[src/rtl/csr_commit_if.sv]
// csr_commit_if: X-stage CSR request, retire strobe and MW-facing response bundle.
// Ports (via modports):
//    master  drives the requests (stall, x_csr_*, x_kill, wb_retire) and observes the response
//    slave   the CSR unit: samples the requests and drives wb_csr_rdata/rvalid, tohost, tohost_wr, csr_illegal
interface csr_commit_if #(parameter int XLEN = 32);
   logic            stall;
   logic            x_csr_valid;
   logic [1:0]      x_csr_op;
   logic [11:0]     x_csr_addr;
   logic [XLEN-1:0] x_csr_wdata;
   logic            x_csr_rd_nz;
   logic            x_kill;
   logic            wb_retire;
   logic [XLEN-1:0] wb_csr_rdata;
   logic            wb_csr_rvalid;
   logic [XLEN-1:0] tohost;
   logic            tohost_wr;
   logic            csr_illegal;
   modport master (
      output stall, x_csr_valid, x_csr_op, x_csr_addr, x_csr_wdata, x_csr_rd_nz, x_kill, wb_retire,
      input  wb_csr_rdata, wb_csr_rvalid, tohost, tohost_wr, csr_illegal
   );
   modport slave (
      input  stall, x_csr_valid, x_csr_op, x_csr_addr, x_csr_wdata, x_csr_rd_nz, x_kill, wb_retire,
      output wb_csr_rdata, wb_csr_rvalid, tohost, tohost_wr, csr_illegal
   );
endinterface

[src/rtl/csr_commit_unit.sv]
// csr_commit_unit: CSR responder that commits on the X->MW edge and returns the old value to MW.
// Ports:
//    clk    rising-edge clock
//    reset  synchronous, active-high
//    bus    csr_commit_if.slave: X-stage request, retire strobe, stall, and the MW-facing
//           read data/valid, tohost register, tohost_wr and csr_illegal pulses
// CYCLE_RST/INSTRET_RST are the counter values loaded by reset (0 in normal use).
module csr_commit_unit #(
   parameter int          XLEN          = 32,
   parameter logic [11:0] ADDR_TOHOST   = 12'h51E,
   parameter logic [11:0] ADDR_CYCLE    = 12'hC00,
   parameter logic [11:0] ADDR_CYCLEH   = 12'hC80,
   parameter logic [11:0] ADDR_INSTRET  = 12'hC02,
   parameter logic [11:0] ADDR_INSTRETH = 12'hC82,
   parameter logic [63:0] CYCLE_RST     = 64'd0,
   parameter logic [63:0] INSTRET_RST   = 64'd0
) (
   input logic         clk,
   input logic         reset,
   csr_commit_if.slave bus
);
   logic [63:0]     cycle, instret;
   logic [XLEN-1:0] tohost_q, rdata_q, old, nv;
   logic            rvalid_q, tohost_wr_q, illegal_q;
   logic            acc, is_tohost, is_cnt, wr, illegal, commit;
   always_comb begin
      acc       = bus.x_csr_valid & ~bus.x_kill & ~bus.stall;
      is_tohost = bus.x_csr_addr == ADDR_TOHOST;
      is_cnt    = bus.x_csr_addr == ADDR_CYCLE   | bus.x_csr_addr == ADDR_CYCLEH |
                  bus.x_csr_addr == ADDR_INSTRET | bus.x_csr_addr == ADDR_INSTRETH;
      old       = is_tohost                        ? tohost_q :
                  bus.x_csr_addr == ADDR_CYCLE     ? cycle[31:0] :
                  bus.x_csr_addr == ADDR_CYCLEH    ? cycle[63:32] :
                  bus.x_csr_addr == ADDR_INSTRET   ? instret[31:0] :
                  bus.x_csr_addr == ADDR_INSTRETH  ? instret[63:32] : '0;
      // set/clear with a zero mask is a pure read and may target read-only counters
      wr        = bus.x_csr_op == 2'b01 | (bus.x_csr_op[1] & |bus.x_csr_wdata);
      illegal   = bus.x_csr_op == 2'b00 | ~(is_tohost | is_cnt) | (is_cnt & wr);
      nv        = bus.x_csr_op == 2'b01 ? bus.x_csr_wdata :
                  bus.x_csr_op == 2'b10 ? old | bus.x_csr_wdata : old & ~bus.x_csr_wdata;
      commit    = acc & ~illegal;
   end
   always_ff @(posedge clk) begin
      if (reset) begin
         cycle       <= CYCLE_RST;
         instret     <= INSTRET_RST;
         tohost_q    <= '0;
         rdata_q     <= '0;
         rvalid_q    <= 1'b0;
         tohost_wr_q <= 1'b0;
         illegal_q   <= 1'b0;
      end else begin
         cycle       <= cycle + 64'd1;
         if (bus.wb_retire & ~bus.stall) instret <= instret + 64'd1;
         if (commit & is_tohost & wr) tohost_q <= nv;
         tohost_wr_q <= commit & is_tohost & wr;
         illegal_q   <= acc & illegal;
         if (commit) rdata_q <= old;
         if (~bus.stall) rvalid_q <= commit & bus.x_csr_rd_nz;
      end
   end
   assign bus.tohost        = tohost_q;
   assign bus.tohost_wr     = tohost_wr_q;
   assign bus.csr_illegal   = illegal_q;
   assign bus.wb_csr_rdata  = rdata_q;
   assign bus.wb_csr_rvalid = rvalid_q;
endmodule

[src/flat_wrapper.sv]
// flat-port wrapper written by rule: the top's interface ports become plain ports
module csr_commit_unit_flat 
#(
   parameter int          XLEN          = 32,
   parameter logic [11:0] ADDR_TOHOST   = 12'h51E,
   parameter logic [11:0] ADDR_CYCLE    = 12'hC00,
   parameter logic [11:0] ADDR_CYCLEH   = 12'hC80,
   parameter logic [11:0] ADDR_INSTRET  = 12'hC02,
   parameter logic [11:0] ADDR_INSTRETH = 12'hC82,
   parameter logic [63:0] CYCLE_RST     = 64'd0,
   parameter logic [63:0] INSTRET_RST   = 64'd0
)
  (clk, reset, bus_stall, bus_x_csr_valid, bus_x_csr_op, bus_x_csr_addr, bus_x_csr_wdata, bus_x_csr_rd_nz, bus_x_kill, bus_wb_retire, bus_wb_csr_rdata, bus_wb_csr_rvalid, bus_tohost, bus_tohost_wr, bus_csr_illegal);
  csr_commit_if #(.XLEN(XLEN)) bus_i ();
  input logic clk;
  input logic reset;
  input wire logic [$bits(bus_i.stall)-1:0] bus_stall;
  input wire logic [$bits(bus_i.x_csr_valid)-1:0] bus_x_csr_valid;
  input wire logic [$bits(bus_i.x_csr_op)-1:0] bus_x_csr_op;
  input wire logic [$bits(bus_i.x_csr_addr)-1:0] bus_x_csr_addr;
  input wire logic [$bits(bus_i.x_csr_wdata)-1:0] bus_x_csr_wdata;
  input wire logic [$bits(bus_i.x_csr_rd_nz)-1:0] bus_x_csr_rd_nz;
  input wire logic [$bits(bus_i.x_kill)-1:0] bus_x_kill;
  input wire logic [$bits(bus_i.wb_retire)-1:0] bus_wb_retire;
  output wire logic [$bits(bus_i.wb_csr_rdata)-1:0] bus_wb_csr_rdata;
  output wire logic [$bits(bus_i.wb_csr_rvalid)-1:0] bus_wb_csr_rvalid;
  output wire logic [$bits(bus_i.tohost)-1:0] bus_tohost;
  output wire logic [$bits(bus_i.tohost_wr)-1:0] bus_tohost_wr;
  output wire logic [$bits(bus_i.csr_illegal)-1:0] bus_csr_illegal;
  assign bus_i.stall = bus_stall;
  assign bus_i.x_csr_valid = bus_x_csr_valid;
  assign bus_i.x_csr_op = bus_x_csr_op;
  assign bus_i.x_csr_addr = bus_x_csr_addr;
  assign bus_i.x_csr_wdata = bus_x_csr_wdata;
  assign bus_i.x_csr_rd_nz = bus_x_csr_rd_nz;
  assign bus_i.x_kill = bus_x_kill;
  assign bus_i.wb_retire = bus_wb_retire;
  assign bus_wb_csr_rdata = bus_i.wb_csr_rdata;
  assign bus_wb_csr_rvalid = bus_i.wb_csr_rvalid;
  assign bus_tohost = bus_i.tohost;
  assign bus_tohost_wr = bus_i.tohost_wr;
  assign bus_csr_illegal = bus_i.csr_illegal;
  csr_commit_unit #(.XLEN(XLEN), .ADDR_TOHOST(ADDR_TOHOST), .ADDR_CYCLE(ADDR_CYCLE), .ADDR_CYCLEH(ADDR_CYCLEH), .ADDR_INSTRET(ADDR_INSTRET), .ADDR_INSTRETH(ADDR_INSTRETH), .CYCLE_RST(CYCLE_RST), .INSTRET_RST(INSTRET_RST)) u_core (.clk(clk), .reset(reset), .bus(bus_i));
endmodule
[config.mk]
export PLATFORM = sky130hd
export DESIGN_NAME = csr_commit_unit_flat
export DESIGN_NICKNAME = d
export VERILOG_FILES = /design/src/rtl/csr_commit_if.sv /design/src/rtl/csr_commit_unit.sv /design/src/flat_wrapper.sv
export SDC_FILE = /design/constraint.sdc
export NUM_CORES = 1
export LEC_CHECK = 0
export BUFFER_PORTS_ARGS = -buffer_cell sky130_fd_sc_hd__buf_2
export CAP_MARGIN = 20
export CORE_ASPECT_RATIO = 1.75
export CORE_MARGIN = 1.5
export CORE_UTILIZATION = 48
export DETAILED_ROUTE_END_ITERATION = 8
export GPL_ROUTABILITY_DRIVEN = 0
export PLACE_DENSITY = 0.7
export SYNTH_ARGS = -nofsm -noshare
export SYNTH_HDL_FRONTEND = slang
export SYNTH_SLANG_ARGS = --single-unit
[constraint.sdc]
create_clock -name clk -period 3.95 [get_ports clk]
set_input_delay 0.5925 -clock clk [delete_from_list [all_inputs] [get_ports clk]]
set_output_delay 0.5925 -clock clk [all_outputs]
set_load 0.01 [all_outputs]
==> flow_summary_export.csv <==
group,metric,value,unit
synth,synthArstFlopShare,0,%
power,pwr-share-seq,52.1,%
floorplanning,num_rows,71,
clock_tree,cts_tree,"yes",
synth,ys_seq_area_share,37.2,%
critical_path,critPathMaxFanout,14,
floorplanning,die_h,199,um
place,post-place-ws,0.880,ns
place,port_buffers,119,
cells_and_area,final_common_cell,"dfxtp_1",
timing,finalSetupTns,0,ns
cells_and_area,final_nets,1347,
timing,slew_violations,0,
critical_path,start_kind,"flip-flop",
place,place_inst,1565,
synth,syn_area_per_cell,8.63,sq um
global_route,grt_util_met3,3.90,%
timing,holdWs,0.448,ns
power,switching_share,23.9,%
timing,timing.final.crit_share,69.1,%
global_route,grt_max_degree,125,
routing,postRouteAntennaNets,0,
clock_tree,clockBufferDepth,2,
power,intPower,2.89,mW
flow_run,maxCapViolations,0,
routing,post_drt_wl_per_cell,19.5,um
clock_tree,clk_pin_slew_worst_paths,0.07,ns
routing,drc_errors,0,
synth,netlist_instances,1217,
timing,slew_headroom,37.9,%
power,p_leak,4.16,nW
clock_tree,ctsHoldBuffers,0,
synth,synth_cell_types,58,
clock_tree,root_buffer,"clkbuf_16",
clock_tree,postCtsSetupBuffers,0,
cells_and_area,register_area,3900,sq um
synth,synth.net_count,1272,
floorplanning,io_pins,120,
cells_and_area,finalNonFillerCells,1596,
run_status,outcome,"complete, no violations",
power,ir_worst_vdd,0.307,mV
timing,rsz0062_at_grt,"no",
synth,ys.flop_type,"dfxtp_1",
cells_and_area,areaGrowthSynthToFinish,12.7,%
critical_path,worstPathRequired,4.31,ns
floorplanning,core,21500,sq um
power,p_switching,0.906,mW
global_route,grt-ovfl-total,0,
global_route,met2_usage,51.5,%
global_route,grt_pass1_wl,49000,um
clock_tree,htree_levels,4,
place,place_hpwl,22800,um
timing,tightest_slew,0.924,ns
synth,yosysWarnings,0,
routing,vias_per_cell,6.26,
global_route,antenna_found_initial,0,
floorplanning,fp.dieW,115,um
timing,fin_skew,0.0101,ns
clock_tree,clock_latency,0.44,ns
routing,dr.pass1.iters,5,
cells_and_area,fillerInstances,2032,
timing,hold_violations,0,
global_route,grt_pass1_vias,9463,
clock_tree,cts_made_buffers,17,
floorplanning,start_util,48.8,%
timing,finalWorstSetupSlack,1.22,ns
clock_tree,cts_resized,0,
clock_tree,cts.sinks,195,
cells_and_area,num_antenna_cells,0,
routing,routed-via-count,9984,
power,p_per_area,320,nW/um^2
timing,min_period,2.73,ns
cells_and_area,layout-drive-gt1-share,16.0,%
power,pwr-share-clk,41.9,%
routing,drt-total-wl,31200,um
hold_path,hold_class,"primary input to flip-flop",
timing,setup_viol,0,
global_route,busiest_layer,"met2",
global_route,met1_usage,29.5,%
global_route,gr-usage-all-layers,27.3,%
critical_path,critPathKind,"flip-flop to flip-flop",
critical_path,endpoint_kind,"flip-flop",
critical_path,arrival,3.09,ns
cells_and_area,multi_input_area,6170,sq um
synth,synth_edf_count,0,
synth,synth_seq_cells,195,
power,combPwrFrac,6.0,%
cells_and_area,final_cell_mix,"dfxtp_1, buf_2, nor2_1, nand3_1, nand2_1",
timing,fmax,366,MHz
routing,drt_iter0_drc,1016,
floorplanning,die_area,22800,sq um
synth,syn_area,10500,sq um
[logic make-up (layout without fill, tap and decap cells)]
logic type / count (synthesis) / count (layout) / synth area share (%)
buffers and inverters: 108 / 195 / 4.29
adders and majority gates: 2 / 2 / 0.238
xor gates and xnor gates: 94 / 94 / 7.84
AOI/OAI and AO/OA: 249 / 249 / 17.7
muxes: 41 / 41 / 4.12
DFF: 195 / 195 / 37.2
and+or+nand+nor: 528 / 528 / 28.6
[state kept, by name (all words and copies together), names as in the netlist]
signal	count
u_core.bus.wb_csr_rvalid	1
u_core.bus.csr_illegal	1
u_core.instret	64
u_core.bus.tohost	32
u_core.cycle	64
u_core.bus.tohost_wr	1
u_core.bus.wb_csr_rdata	32
[Yosys cell counts, types with 20 or more instances]
cell       count  share of area (%)
and3_1        20                1.2
a311oi_1      24                2.0
a32o_1        33                3.1
nand4_1       47                2.8
mux2i_1       32                3.1
nand2_1       78                2.8
nor4_1        24                1.4
xnor2_1       60                5.0
o21ai_0       27                1.3
nand3b_1      25                1.8
nand3_1       81                3.9
or3_1         26                1.5
clkbuf_1      68                2.4
nor2_1        81                2.9
a2bb2oi_1     31                2.6
nor3_1        46                2.2
a21oi_1       64                3.1
xor2_1        34                2.8
and4_1        20                1.7
dfxtp_1      195                 37
or4_1         21                1.5
[worst paths after layout]
| check | to | from | depth (start not counted) | slack, ns |
|---|---|---|---|---|
| setup / recovery | u_core.instret[42] | u_core.instret[12] | 5 | 1.22 |
| hold / removal | u_core.bus.wb_csr_rvalid | bus_stall | 3 | 0.45 |
| setup reg to reg | u_core.instret[42] | u_core.instret[12] | 5 | 1.22 |
| hold reg to reg | u_core.bus.wb_csr_rvalid | u_core.bus.wb_csr_rvalid | 2 | 0.47 |
[through the flow]
step | cell area, sq um | util (%) | power, mW
6_report | 11800 | 55.1 | 3.79
5_1_grt | 11800 | 55.1 | 3.91
4_1_cts | 11800 | 55.1 | 3.82
3_5_place_dp | 11300 | 52.6 | 2.25
3_3_place_gp | 11300 | 52.6 | 2.24
2_1_floorplan | 10500 | - | 2.17
[final cells by class]
class                   instances  area share, %
well taps                     292           3.09
clock buffers                  21           3.89
multi-input cells             914           52.1
flip-flops and latches        195           33.0
clock inverters                10          0.518
inverters                      19          0.603
repair buffers                145           6.81
[routing by layer]
metal	wire [um]	vias up
li1	-	4772
met1	12000	4844
met2	16800	296
met3	1170	72
met4	1220	0
met5	0	-
[power groups by stage]
stage / registers [mW] / clock network (mW) / logic, mW
floorplan: 2.02 / 0 / 0.148
global placement: 2.02 / 0 / 0.223
detailed placement: 2.02 / 0 / 0.226
CTS: 1.97 / 1.62 / 0.227
global route: 1.97 / 1.69 / 0.247
finish: 1.97 / 1.59 / 0.227
[worst max-delay path: stages, from the launching register on]
cell	delay (ns)
dfxtp_1	0.42
and4_1	0.30
nand4_1	0.40
or4_1	0.88
or4_1	0.48
a21oi_1	0.16
No activity file was read; power rests on OpenSTA's default activity.
